$ cat src/rtl/ram.sv
// Two-write, two-read flip-flop RAM; write port 1 wins on an address collision.
// Latency: 1 cycle for reads (registered outputs), writes visible from the next edge.
// Backpressure: none; every enabled access completes on the edge it is sampled.
module ram #(
    parameter int DATAWIDTH = 8,
    parameter int ADDRWIDTH = 3,
    parameter int rst_mode  = 0
) (
    input  logic                 clk,
    input  logic                 rst_n,
    input  logic                 en_w1_n,
    input  logic [ADDRWIDTH-1:0] addr_w1,
    input  logic [DATAWIDTH-1:0] data_w1,
    input  logic                 en_w2_n,
    input  logic [ADDRWIDTH-1:0] addr_w2,
    input  logic [DATAWIDTH-1:0] data_w2,
    input  logic                 en_r1_n,
    input  logic [ADDRWIDTH-1:0] addr_r1,
    output logic [DATAWIDTH-1:0] data_r1,
    input  logic                 en_r2_n,
    input  logic [ADDRWIDTH-1:0] addr_r2,
    output logic [DATAWIDTH-1:0] data_r2
);

    localparam int DEPTH = 2 ** ADDRWIDTH;

    logic [DEPTH-1:0][DATAWIDTH-1:0] mem_q;
    logic [DEPTH-1:0][DATAWIDTH-1:0] mem_d;
    logic [DATAWIDTH-1:0]            data_r1_q;
    logic [DATAWIDTH-1:0]            data_r1_d;
    logic [DATAWIDTH-1:0]            data_r2_q;
    logic [DATAWIDTH-1:0]            data_r2_d;

    // Next memory image: port 2 applied first so port 1 overwrites it on a collision.
    always_comb begin
        mem_d = mem_q;
        if (!en_w2_n) begin
            mem_d[addr_w2] = data_w2;
        end
        if (!en_w1_n) begin
            mem_d[addr_w1] = data_w1;
        end
    end

    // Read next-state reads the current (pre-write) array, giving read-before-write.
    always_comb begin
        data_r1_d = data_r1_q;
        data_r2_d = data_r2_q;
        if (!en_r1_n) begin
            data_r1_d = mem_q[addr_r1];
        end
        if (!en_r2_n) begin
            data_r2_d = mem_q[addr_r2];
        end
    end

    generate
        if (rst_mode == 0) begin : g_mem_clr
            // Storage array, cleared asynchronously by reset.
            always_ff @(posedge clk or negedge rst_n) begin
                if (!rst_n) begin
                    mem_q <= '0;
                end else begin
                    mem_q <= mem_d;
                end
            end
        end else begin : g_mem_keep
            // Storage array that survives reset; writes are blocked while reset is low.
            always_ff @(posedge clk) begin
                if (rst_n) begin
                    mem_q <= mem_d;
                end
            end
        end
    endgenerate

    // Registered read outputs, forced to zero while reset is asserted.
    always_ff @(posedge clk or negedge rst_n) begin
        if (!rst_n) begin
            data_r1_q <= '0;
            data_r2_q <= '0;
        end else begin
            data_r1_q <= data_r1_d;
            data_r2_q <= data_r2_d;
        end
    end

    assign data_r1 = data_r1_q;
    assign data_r2 = data_r2_q;

endmodule

$ cat config.mk
export PLATFORM = sky130hd
export DESIGN_NAME = ram
export DESIGN_NICKNAME = d
export VERILOG_FILES = /design/src/rtl/ram.sv
export SDC_FILE = /design/constraint.sdc
export NUM_CORES = 1
export LEC_CHECK = 0
export CAP_MARGIN = 5
export CELL_PAD_IN_SITES_DETAIL_PLACEMENT = 1
export CELL_PAD_IN_SITES_GLOBAL_PLACEMENT = 2
export CORE_MARGIN = 2
export CORE_UTILIZATION = 29
export CTS_CLUSTER_DIAMETER = 150
export CTS_CLUSTER_SIZE = 8
export DETAILED_ROUTE_END_ITERATION = 8
export PLACE_DENSITY_LB_ADDON = 0.12
export RECOVER_POWER = 50
export SLEW_MARGIN = 5
export SYNTH_ARGS = -nofsm -noshare
export SYNTH_HDL_FRONTEND = slang
export SYNTH_SLANG_ARGS = --single-unit
$ cat constraint.sdc
create_clock -name clk -period 2.15 [get_ports clk]
set_input_delay 0.215 -clock clk [delete_from_list [all_inputs] [get_ports clk]]
set_output_delay 0.215 -clock clk [all_outputs]
set_load 0.005 [all_outputs]
==> impl_table.tex, run 1 <==
\begin{tabular}{lr}
\hline
Metric & Value \\
\hline
\multicolumn{2}{l}{\textbf{Status}} \\
Result of the run & finished clean \\
\multicolumn{2}{l}{\textbf{Route}} \\
Via density & 5.23 \\
Wirelength, routed & 17700 µm \\
DRT iter0 DRCs & 236 \\
Vias after detailed routing & 3825 \\
Post-detailed-route DRC marker count & 0 \\
Final antenna-violating net count & 0 \\
Number of detailed-routing iterations run before antenna repair & 4 \\
Routed length per instance & 24.1 µm \\
\multicolumn{2}{l}{\textbf{Setup path}} \\
Top fanout value on the critical path & 8 \\
Critical path data required time & 2.36 ns \\
FF-to-FF path depth & 3 \\
Levels on crit path & 4 \\
Cell with the largest stage delay on the worst path & and4bb\_2 \\
Endpoint of the worst-slack reg-to-reg timing path & data\_r2[1]\$\_DFFE\_PN0N\_ \\
Worst R2R Setup Slack & 1.00 ns \\
Largest delay contributor family on the critical path & simple AND/OR/NAND/NOR gates \\
Number of buffers and inverters on the critical path & 1 \\
Largest stage delay on the critical path & 0.71 ns \\
Setup crit end & mem\_q[26]\$\_DFF\_PN0\_ \\
Worst Setup SP & en\_w2\_n \\
Type of the worst setup path & input pin to flop \\
Data arrival at the endpoint of the critical path & 1.86 ns \\
Worst setup EP type & flop \\
Series of cell instances along the critical path & clkdlybuf4s50\_1 > and4bb\_2 > mux2i\_1 > o21ai\_0 \\
Worst flop-to-flop path startpoint & mem\_q[57]\$\_DFF\_PN0\_ \\
Critical Path Start Type & input pin \\
\multicolumn{2}{l}{\textbf{Floorplan}} \\
Die outline area & 17600 µm² \\
Placement row count & 47 \\
Number of top-level pins & 50 \\
Die X-Extent & 133 µm \\
Die span in y & 133 µm \\
Starting density of the core & 0.293 \\
Standard cell core area & 16400 µm² \\
\multicolumn{2}{l}{\textbf{Global routing}} \\
Overall track demand over capacity in global routing & 0.211 \\
Total congestion overflow after global routing & 0 \\
First-pass GRT wire length & 27000 µm \\
Initial antenna violation count & 0 \\
Pin count of the biggest net entering global routing & 37 \\
Vias in the first global route & 4138 \\
\multicolumn{2}{l}{\textbf{Timing}} \\
Final number of max-transition violations & 0 \\
Total negative slack & 0 ns \\
Hold violation count in the final report & 0 \\
Final setup violation count & 0 \\
Slew margin rel. & 0.372 \\
RSZ-0062 raised after global routing & false \\
Final setup skew & 0.00531 ns \\
Worst hold slack & 0.474 ns \\
Minimum clock period after layout & 1.65 ns \\
Final worst path period share & 0.766 \\
Measured slew at the worst slew-check pin & 0.940 ns \\
Fmax & 607 MHz \\
\multicolumn{2}{l}{\textbf{Clock tree}} \\
Later-pin clock latency in the skew report & 0.35 ns \\
Clock sinks & 80 \\
PostCTS Resize Cnt & 0 \\
Maximum root-to-sink buffer count & 2 \\
Number of buffers created by CTS & 9 \\
Clock tree from TritonCTS & done \\
Post CTS Setup Buffer Count & 0 \\
H-tree lvl count & 3 \\
Clock transition at the register clock pins on the worst setup and hold paths after CTS & 0.06 ns \\
Cell at the root of the clock tree & clkbuf\_16 \\
\multicolumn{2}{l}{\textbf{Layout}} \\
Commonest cells after routing, fill and taps aside & mux2i\_1, dfrtp\_1, nand2\_1 \\
Most common library cell in the layout ignoring fill and taps & mux2i\_1 \\
Final core utilization & 0.357 \\
Total number of nets in the final design & 541 \\
Synth-to-Final Area Change & 21.6\% \\
Ant. Diodes & 0 \\
Fraction of layout instances using a drive strength above 1 & 0.168 \\
\multicolumn{2}{l}{\textbf{Place}} \\
Final Wtd Congestion & 0.790 \\
Count of input and output buffers & 49 \\
HPWL after detailed placement & 11700 µm \\
\multicolumn{2}{l}{\textbf{Yosys}} \\
Count of cell types in the netlist & 25 \\
Syn\_nets & 509 \\
Mean instance size in the synthesized netlist & 10.1 µm² \\
Sequential fraction of the synthesis area & 0.416 \\
YS warnings & 0 \\
Synthesized cell area & 4810 µm² \\
Number of synthesized flops with an enable pin & 0 \\
Number of synthesized register bits & 80 \\
Share of flip-flops with an asynchronous set or reset after synthesis & 1.00 \\
Most frequently used flop master after synthesis & dfrtp\_1 \\
Synth Instances & 475 \\
\multicolumn{2}{l}{\textbf{Power}} \\
Total chip power & 0.00497 W \\
Leakage power total & 2.32 nW \\
Worst voltage drop across the vdd grid & 0.397 mV \\
Power density cells & 848 nW/µm² \\
\multicolumn{2}{l}{\textbf{Worst hold path}} \\
Worst min path class & flop to flop \\
\multicolumn{2}{l}{\textbf{Job}} \\
Number of violations of the max-capacitance limit & 0 \\
\hline
\end{tabular}
-- worst min-delay path by stage --
stage / from / depth (start not counted) / endpoint / slack, ns
6_report: data_r2[6]$_DFFE_PN0N_ / 2 / data_r2[6]$_DFFE_PN0N_ / 0.47
5_1_grt: data_r2[6]$_DFFE_PN0N_ / 2 / data_r2[6]$_DFFE_PN0N_ / 0.52
4_1_cts: rst_n / 2 / mem_q[14]$_DFF_PN0_ / 0.35
3_5_place_dp: rst_n / 1 / mem_q[14]$_DFF_PN0_ / 0.17
3_3_place_gp: rst_n / 1 / mem_q[14]$_DFF_PN0_ / 0.17
2_1_floorplan: rst_n / 0 / data_r1[0]$_DFFE_PN0N_ / -0.08
-- report_power, final --
group	switching (W)	internal [W]
logic	0.000567	0.000603
registers	0.000261	0.00183
clock network	0.000660	0.00105
-- per-stage QoR --
step                      setup WS (ns)  area (µm²)  cells
final                             0.504        5860    732
after floorplan                   0.891        4810    475
after detailed placement          0.148        5540    715
after CTS                         0.509        5860    732
after global routing              0.388        5860    732
after global placement            0.215        5540    715
-- cell usage after synthesis (3+ instances only) --
cell,n,area (µm²)
o21ai_2,3,26.3
nand2_1,74,278
nor4b_1,3,26.3
nor2_1,10,37.5
o31ai_1,16,120
buf_4,9,67.6
and4bb_2,5,62.6
a21oi_1,8,40.0
o21ai_1,10,50.1
mux2_2,32,360
o21ai_0,43,215
clkbuf_1,12,45.0
buf_1,8,30.0
mux2i_1,96,961
clkbuf_2,3,15.0
dfrtp_1,80,2000
a22o_1,16,140
buf_2,19,95.1
o22ai_1,16,100
nor4b_2,3,45.0
-- cell families (layout without fill, tap and decap cells) --
| family | Yosys count | in the layout | synth area share |
|---|---|---|---|
| AO/OA/AOI/OAI | 112 | 112 | 0.144 |
| buffers and inverters | 51 | 88 | 0.0525 |
| flip-flops | 80 | 80 | 0.416 |
| multiplexers | 128 | 128 | 0.274 |
| AND/OR/NAND/NOR | 104 | 104 | 0.114 |
-- flip-flops by register name, indices dropped and copies added (netlist names) --
register	count
data_r1	8
data_r2	8
mem_q	64
-- per-layer routing --
layer / share of wire / track usage / vias up
met4: 0.020 / 0.0753 / 0
met2: 0.46 / 0.329 / 84
met3: 0.042 / 0.0284 / 18
met5: 0 / 0 / -
li1: - / - / 1789
met1: 0.48 / 0.299 / 1934
-- timing repair --
item                                    4_1_cts  5_1_grt
endpoints found under the hold margin        23        0
endpoints found under the setup margin        0        0
hold buffers                                  1        0
-- final cells by class --
| class | count | area, µm² |
|---|---|---|
| fill | 1814 | 10600 |
| multi-input combinational | 344 | 2580 |
| sequential | 80 | 2000 |
| timing repair buffer | 72 | 686 |
| tap | 220 | 275 |
| clock buffer | 13 | 250 |
| clock inverter | 3 | 65.1 |
-- worst reg2reg max path, cell delays in order (launching register included) --
cell,delay (ns)
dfrtp_1,0.41
mux2_2,0.28
o22ai_1,0.24
o31ai_1,0.10
Note: power is estimated with default switching activity, not from simulation.
==> inputs of run 2 (changes only) <==
==> constraint.sdc (replaced) <==
create_clock -name clk -period 1.6 [get_ports clk]
set_input_delay 0.16 -clock clk [delete_from_list [all_inputs] [get_ports clk]]
set_output_delay 0.16 -clock clk [all_outputs]
set_load 0.005 [all_outputs]
==> impl_table.tex, run 2 (synthesis results as in run 1) <==
\begin{tabular}{lr}
\hline
Metric & Value \\
\hline
\multicolumn{2}{l}{\textbf{Status}} \\
Result of the run & finished clean \\
\multicolumn{2}{l}{\textbf{Clock tree}} \\
Number of buffers created by CTS & 9 \\
H-tree lvl count & 3 \\
Maximum root-to-sink buffer count & 2 \\
Clock transition at the register clock pins on the worst setup and hold paths after CTS & 0.06 ns \\
Clock sinks & 80 \\
Cell at the root of the clock tree & clkbuf\_16 \\
Later-pin clock latency in the skew report & 0.35 ns \\
Clock tree from TritonCTS & done \\
\multicolumn{2}{l}{\textbf{Layout}} \\
Ant. Diodes & 0 \\
Number of filler instances in the final layout & 1805 \\
Most common library cell in the layout ignoring fill and taps & mux2i\_1 \\
Commonest cells after routing, fill and taps aside & mux2i\_1, dfrtp\_1, nand2\_1 \\
Fraction of layout instances using a drive strength above 1 & 0.192 \\
Final core utilization & 0.372 \\
Synth-to-Final Area Change & 26.8\% \\
Max reg flops & 64 \\
Register name with the most flops & mem\_q \\
Total number of nets in the final design & 554 \\
Finished Cell Area & 6100 µm² \\
\multicolumn{2}{l}{\textbf{Floorplan}} \\
Placement row count & 47 \\
Die outline area & 17600 µm² \\
Standard cell core area & 16400 µm² \\
Starting density of the core & 0.293 \\
Number of top-level pins & 50 \\
Die X-Extent & 133 µm \\
Die span in y & 133 µm \\
\multicolumn{2}{l}{\textbf{Timing}} \\
Slew margin rel. & 0.365 \\
Total negative slack & 0 ns \\
RSZ-0062 raised after global routing & false \\
Hold violation count in the final report & 0 \\
Minimum clock period after layout & 1.52 ns \\
Final setup violation count & 0 \\
Final setup skew & 0.00691 ns \\
Fmax & 659 MHz \\
Setup slack of the critical path after layout & 0.0815 ns \\
Measured slew at the worst slew-check pin & 0.949 ns \\
Final worst path period share & 0.949 \\
Worst hold slack & 0.455 ns \\
Final number of max-transition violations & 0 \\
\multicolumn{2}{l}{\textbf{Route}} \\
Post-detailed-route DRC marker count & 0 \\
Number of detailed-routing iterations run before antenna repair & 4 \\
Final antenna-violating net count & 0 \\
Wirelength, routed & 17400 µm \\
Met2 wire length & 7860 µm \\
Routed length per instance & 23.3 µm \\
DRT iter0 DRCs & 248 \\
Vias after detailed routing & 3845 \\
Detailed-routing wirelength on met1 & 8640 µm \\
Via density & 5.16 \\
Uppermost layer routed & met4 \\
Met3 wire len & 529 µm \\
\multicolumn{2}{l}{\textbf{Power}} \\
Power density cells & 1080 nW/µm² \\
Internal portion of total power & 0.00462 W \\
Share of total power consumed by net switching & 0.300 \\
Worst voltage drop across the vdd grid & 0.542 mV \\
Net switching power & 0.00198 W \\
Clk network pwr share & 0.328 \\
Portion of total power attributed to sequential cells & 0.426 \\
Leakage power total & 2.42 nW \\
Combinational Power Share & 0.246 \\
\multicolumn{2}{l}{\textbf{Global routing}} \\
Initial antenna violation count & 0 \\
Overall track demand over capacity in global routing & 0.206 \\
Vias in the first global route & 3976 \\
Pin count of the biggest net entering global routing & 31 \\
First-pass GRT wire length & 26500 µm \\
Total congestion overflow after global routing & 0 \\
\multicolumn{2}{l}{\textbf{Setup path}} \\
Critical path data required time & 1.82 ns \\
Worst flop-to-flop path startpoint & mem\_q[58]\$\_DFF\_PN0\_ \\
Worst setup EP type & flop \\
Endpoint of the worst-slack reg-to-reg timing path & data\_r2[2]\$\_DFFE\_PN0N\_ \\
Critical Path Start Type & input pin \\
FF-to-FF path depth & 3 \\
Worst R2R Setup Slack & 0.49 ns \\
Top fanout value on the critical path & 8 \\
Data arrival at the endpoint of the critical path & 1.74 ns \\
Type of the worst setup path & input pin to flop \\
\multicolumn{2}{l}{\textbf{Place}} \\
Final Wtd Congestion & 0.749 \\
Post-DP Area & 5820 µm² \\
Post-placement worst setup slack & -0.303 ns \\
Count of input and output buffers & 49 \\
HPWL after detailed placement & 11800 µm \\
\multicolumn{2}{l}{\textbf{Worst hold path}} \\
Worst min path class & input pin to asynchronous set/reset pin \\
\multicolumn{2}{l}{\textbf{Job}} \\
Number of violations of the max-capacitance limit & 0 \\
\hline
\end{tabular}
-- run 2: cell types whose count changed in the layout (fill, tap and decap cells not counted) --
cell             delta
nor2b_2             +1
dlygate4sd3_1       -8
clkbuf_1            -1
bufinv_16           -1
clkdlybuf4s50_1     +8
clkinv_2            +1
nor2b_1             -1
clkbuf_8            +1
buf_12             +13
-- run 2: power by group through the flow --
stage | logic [W] | clock network (W) | registers, W
4_1_cts | 0.00166 | 0.00222 | 0.00281
3_5_place_dp | 0.00166 | 0 | 0.00284
6_report | 0.00162 | 0.00216 | 0.00281
2_1_floorplan | 0.00100 | 0 | 0.00272
5_1_grt | 0.00179 | 0.00231 | 0.00288
3_3_place_gp | 0.00163 | 0 | 0.00283
-- run 2: cell type report --
type                    instances  area [µm²]  share of cell area
multi-input cells             344        2580               0.423
repair buffers                 85         946               0.155
well taps                     220         275              0.0451
flip-flops and latches         80        2000               0.328
clock buffers                  13         260              0.0426
clock inverters                 3        40.0             0.00656
-- run 2: worst max path at each step --
stage                     from                     end  slack (ns)  cells after the start
floorplan           addr_w1[2]     mem_q[14]$_DFF_PN0_        0.40                      4
global placement    addr_w2[0]      mem_q[6]$_DFF_PN0_       -0.27                      5
detailed placement  addr_r1[1]  data_r1[5]$_DFFE_PN0N_       -0.30                      4
CTS                 addr_r1[1]  data_r1[5]$_DFFE_PN0N_        0.07                      4
global route        addr_w2[2]      mem_q[2]$_DFF_PN0_       0.002                      5
finish              addr_r1[1]  data_r1[5]$_DFFE_PN0N_        0.08                      4
-- run 2: metrics by stage --
stage	total power, W	cells
floorplan	0.00372	475
CTS	0.00669	745
global route	0.00698	745
finish	0.00660	745
detailed placement	0.00450	728
global placement	0.00446	728
-- run 2: per-layer routing --
metal | vias up | track usage
met5 | - | 0
met4 | 0 | 0.0717
met3 | 20 | 0.0257
met2 | 77 | 0.316
met1 | 1928 | 0.300
li1 | 1820 | -
-- run 2: critical path: stages --
cell,delay (ns)
clkdlybuf4s50_1,0.49
nor2b_1,0.74
a22o_1,0.28
o31ai_1,0.07
-- run 2: repair_timing --
action | CTS | global route
hold endpoints to repair | 24 | 0
setup endpoints to repair | 0 | 5
buffers inserted | 0 | 0
hold buffers | 1 | 0
resized for setup | 0 | 1
==> inputs of run 3 (changes only) <==
--- a/config.mk
+++ b/config.mk
@@ -8,7 +8,6 @@
 export CAP_MARGIN = 5
 export CELL_PAD_IN_SITES_DETAIL_PLACEMENT = 1
 export CELL_PAD_IN_SITES_GLOBAL_PLACEMENT = 2
-export CORE_MARGIN = 2
 export CORE_UTILIZATION = 29
 export CTS_CLUSTER_DIAMETER = 150
 export CTS_CLUSTER_SIZE = 8
==> impl_table.tex, run 3 (synthesis results as in run 1) <==
\begin{tabular}{lr}
\hline
Metric & Value \\
\hline
\multicolumn{2}{l}{\textbf{Timing}} \\
Final worst path period share & 0.946 \\
Total negative slack & 0 ns \\
Final setup violation count & 0 \\
Final setup skew & 0.00752 ns \\
Minimum clock period after layout & 1.51 ns \\
Slew margin rel. & 0.415 \\
RSZ-0062 raised after global routing & false \\
Hold violation count in the final report & 0 \\
Final number of max-transition violations & 0 \\
Fmax & 660 MHz \\
Measured slew at the worst slew-check pin & 0.878 ns \\
\multicolumn{2}{l}{\textbf{Place}} \\
Count of input and output buffers & 49 \\
Post-DP Area & 5770 µm² \\
HPWL after detailed placement & 11800 µm \\
Final Wtd Congestion & 0.805 \\
\multicolumn{2}{l}{\textbf{Setup path}} \\
Top fanout value on the critical path & 8 \\
Critical path data required time & 1.81 ns \\
Largest delay contributor family on the critical path & simple AND/OR/NAND/NOR gates \\
Worst R2R Setup Slack & 0.50 ns \\
Worst flop-to-flop path startpoint & mem\_q[58]\$\_DFF\_PN0\_ \\
Largest stage delay on the critical path & 0.69 ns \\
Number of buffers and inverters on the critical path & 1 \\
Cell with the largest stage delay on the worst path & nor2b\_1 \\
Critical Path Start Type & input pin \\
Data arrival at the endpoint of the critical path & 1.73 ns \\
Worst setup EP type & flop \\
Type of the worst setup path & input pin to flop \\
Endpoint of the worst-slack reg-to-reg timing path & data\_r1[2]\$\_DFFE\_PN0N\_ \\
FF-to-FF path depth & 3 \\
Series of cell instances along the critical path & clkdlybuf4s50\_1 > nor2b\_1 > a22o\_1 > o31ai\_1 \\
\multicolumn{2}{l}{\textbf{Layout}} \\
Register name with the most flops & mem\_q \\
Number of filler instances in the final layout & 1741 \\
Finished Cell Area & 6110 µm² \\
Max reg flops & 64 \\
Area of the multi-input gates & 2590 µm² \\
Most common library cell in the layout ignoring fill and taps & mux2i\_1 \\
Commonest cells after routing, fill and taps aside & mux2i\_1, dfrtp\_1, nand2\_1 \\
Sequential Area & 2000 µm² \\
Total number of nets in the final design & 556 \\
Fraction of layout instances using a drive strength above 1 & 0.188 \\
Ant. Diodes & 0 \\
Synth-to-Final Area Change & 26.8\% \\
\multicolumn{2}{l}{\textbf{Global routing}} \\
Initial antenna violation count & 0 \\
First-pass GRT wire length & 25600 µm \\
Overall track demand over capacity in global routing & 0.211 \\
Met1 demand-to-capacity share in global routing & 0.308 \\
Met2 usage in global routing & 0.326 \\
Total congestion overflow after global routing & 0 \\
Pin count of the biggest net entering global routing & 33 \\
Routing layer with the top usage in global route & met2 \\
Vias in the first global route & 4049 \\
Met3 routing resource usage after global routing & 0.0236 \\
\multicolumn{2}{l}{\textbf{Power}} \\
Power density cells & 1120 nW/µm² \\
Internal portion of total power & 0.00485 W \\
Leakage power total & 2.45 nW \\
Portion of total power attributed to sequential cells & 0.414 \\
Net switching power & 0.00197 W \\
Clk network pwr share & 0.350 \\
Combinational Power Share & 0.236 \\
Share of total power consumed by net switching & 0.289 \\
Worst voltage drop across the vdd grid & 0.437 mV \\
\multicolumn{2}{l}{\textbf{Clock tree}} \\
Number of buffers created by CTS & 9 \\
Clock sinks & 80 \\
Later-pin clock latency in the skew report & 0.34 ns \\
H-tree lvl count & 3 \\
Maximum root-to-sink buffer count & 2 \\
Clock tree from TritonCTS & done \\
Clock transition at the register clock pins on the worst setup and hold paths after CTS & 0.06 ns \\
Post CTS Setup Buffer Count & 0 \\
Cell at the root of the clock tree & clkbuf\_16 \\
\multicolumn{2}{l}{\textbf{Floorplan}} \\
Standard cell core area & 16100 µm² \\
Die X-Extent & 131 µm \\
Starting density of the core & 0.300 \\
Die outline area & 17100 µm² \\
Die span in y & 131 µm \\
Number of top-level pins & 50 \\
Placement row count & 46 \\
\multicolumn{2}{l}{\textbf{Job}} \\
Number of violations of the max-capacitance limit & 0 \\
\multicolumn{2}{l}{\textbf{Route}} \\
Routed length per instance & 22.8 µm \\
Final antenna-violating net count & 0 \\
Vias after detailed routing & 3887 \\
Number of detailed-routing iterations run before antenna repair & 4 \\
Via density & 5.23 \\
DRT iter0 DRCs & 248 \\
Wirelength, routed & 17000 µm \\
Post-detailed-route DRC marker count & 0 \\
\multicolumn{2}{l}{\textbf{Worst hold path}} \\
Worst min path class & input pin to asynchronous set/reset pin \\
\multicolumn{2}{l}{\textbf{Status}} \\
Result of the run & finished clean \\
\hline
\end{tabular}
[run 3: cell count changes in the layout (fill, tap and decap cells not counted), sizes merged, moves of 2 or more]
| cell | delta |
|---|---|
| buf | -3 |
| dlymetal6s2s | +3 |
| clkbuf | +5 |
| bufinv | +2 |
| clkinv | -2 |
| clkdlybuf4s50 | -4 |
[run 3: repair_timing]
action                     4_1_cts  5_1_grt
setup endpoints to repair        1        9
hold endpoints to repair        26        0
hold buffers                     1        0
cloned                           0        0
gates resized for setup          1        3
[run 3: final cells by class]
| type | instances | area share |
|---|---|---|
| clock inverter | 3 | 0.0148 |
| tap | 216 | 0.0443 |
| multi-input combinational | 344 | 0.424 |
| sequential | 80 | 0.328 |
| timing repair buffer | 87 | 0.150 |
| clock buffer | 13 | 0.0393 |
[run 3: how the worst max path moves through the flow]
stage                                        end  cells past startpoint       start  slack, ns
after global placement       mem_q[37]$_DFF_PN0_                      5  addr_w2[2]      -0.27
final                     data_r1[2]$_DFFE_PN0N_                      4  addr_r1[1]       0.09
after global routing      data_r1[2]$_DFFE_PN0N_                      4  addr_r1[1]      0.009
after CTS                    mem_q[10]$_DFF_PN0_                      5  addr_w2[0]       0.03
after floorplan              mem_q[14]$_DFF_PN0_                      4  addr_w1[2]       0.40
after detailed placement     mem_q[36]$_DFF_PN0_                      5  addr_w2[2]      -0.39
[run 3: per-layer routing]
| metal | share of wire | routed length, µm |
|---|---|---|
| met5 | 0 | 0 |
| met4 | 0.010 | 174 |
| met3 | 0.039 | 669 |
| met2 | 0.46 | 7860 |
| met1 | 0.49 | 8250 |
[run 3: worst reg2reg max path, cell delays in order, from the launching register on]
cell	delay, ns
dfrtp_1	0.39
mux2_2	0.27
o22ai_1	0.20
o31ai_1	0.11
[run 3: power groups by stage]
stage	registers, W	logic (W)	clock network (W)
floorplan	0.00272	0.00100	0
global placement	0.00284	0.00159	0
detailed placement	0.00285	0.00164	0
CTS	0.00282	0.00164	0.00244
global route	0.00288	0.00179	0.00251
finish	0.00282	0.00161	0.00239
[run 3: stage by stage]
step                 util  worst slack [ns]  power [W]  hold slack [ns]  cells
floorplan               -             0.396    0.00372           -0.136    475
global placement    0.359            -0.265    0.00443            0.141    726
detailed placement  0.359            -0.390    0.00449            0.138    726
CTS                 0.381            0.0262    0.00691            0.317    743
global route        0.380           0.00890    0.00719            0.513    743
finish              0.380            0.0857    0.00682            0.472    743
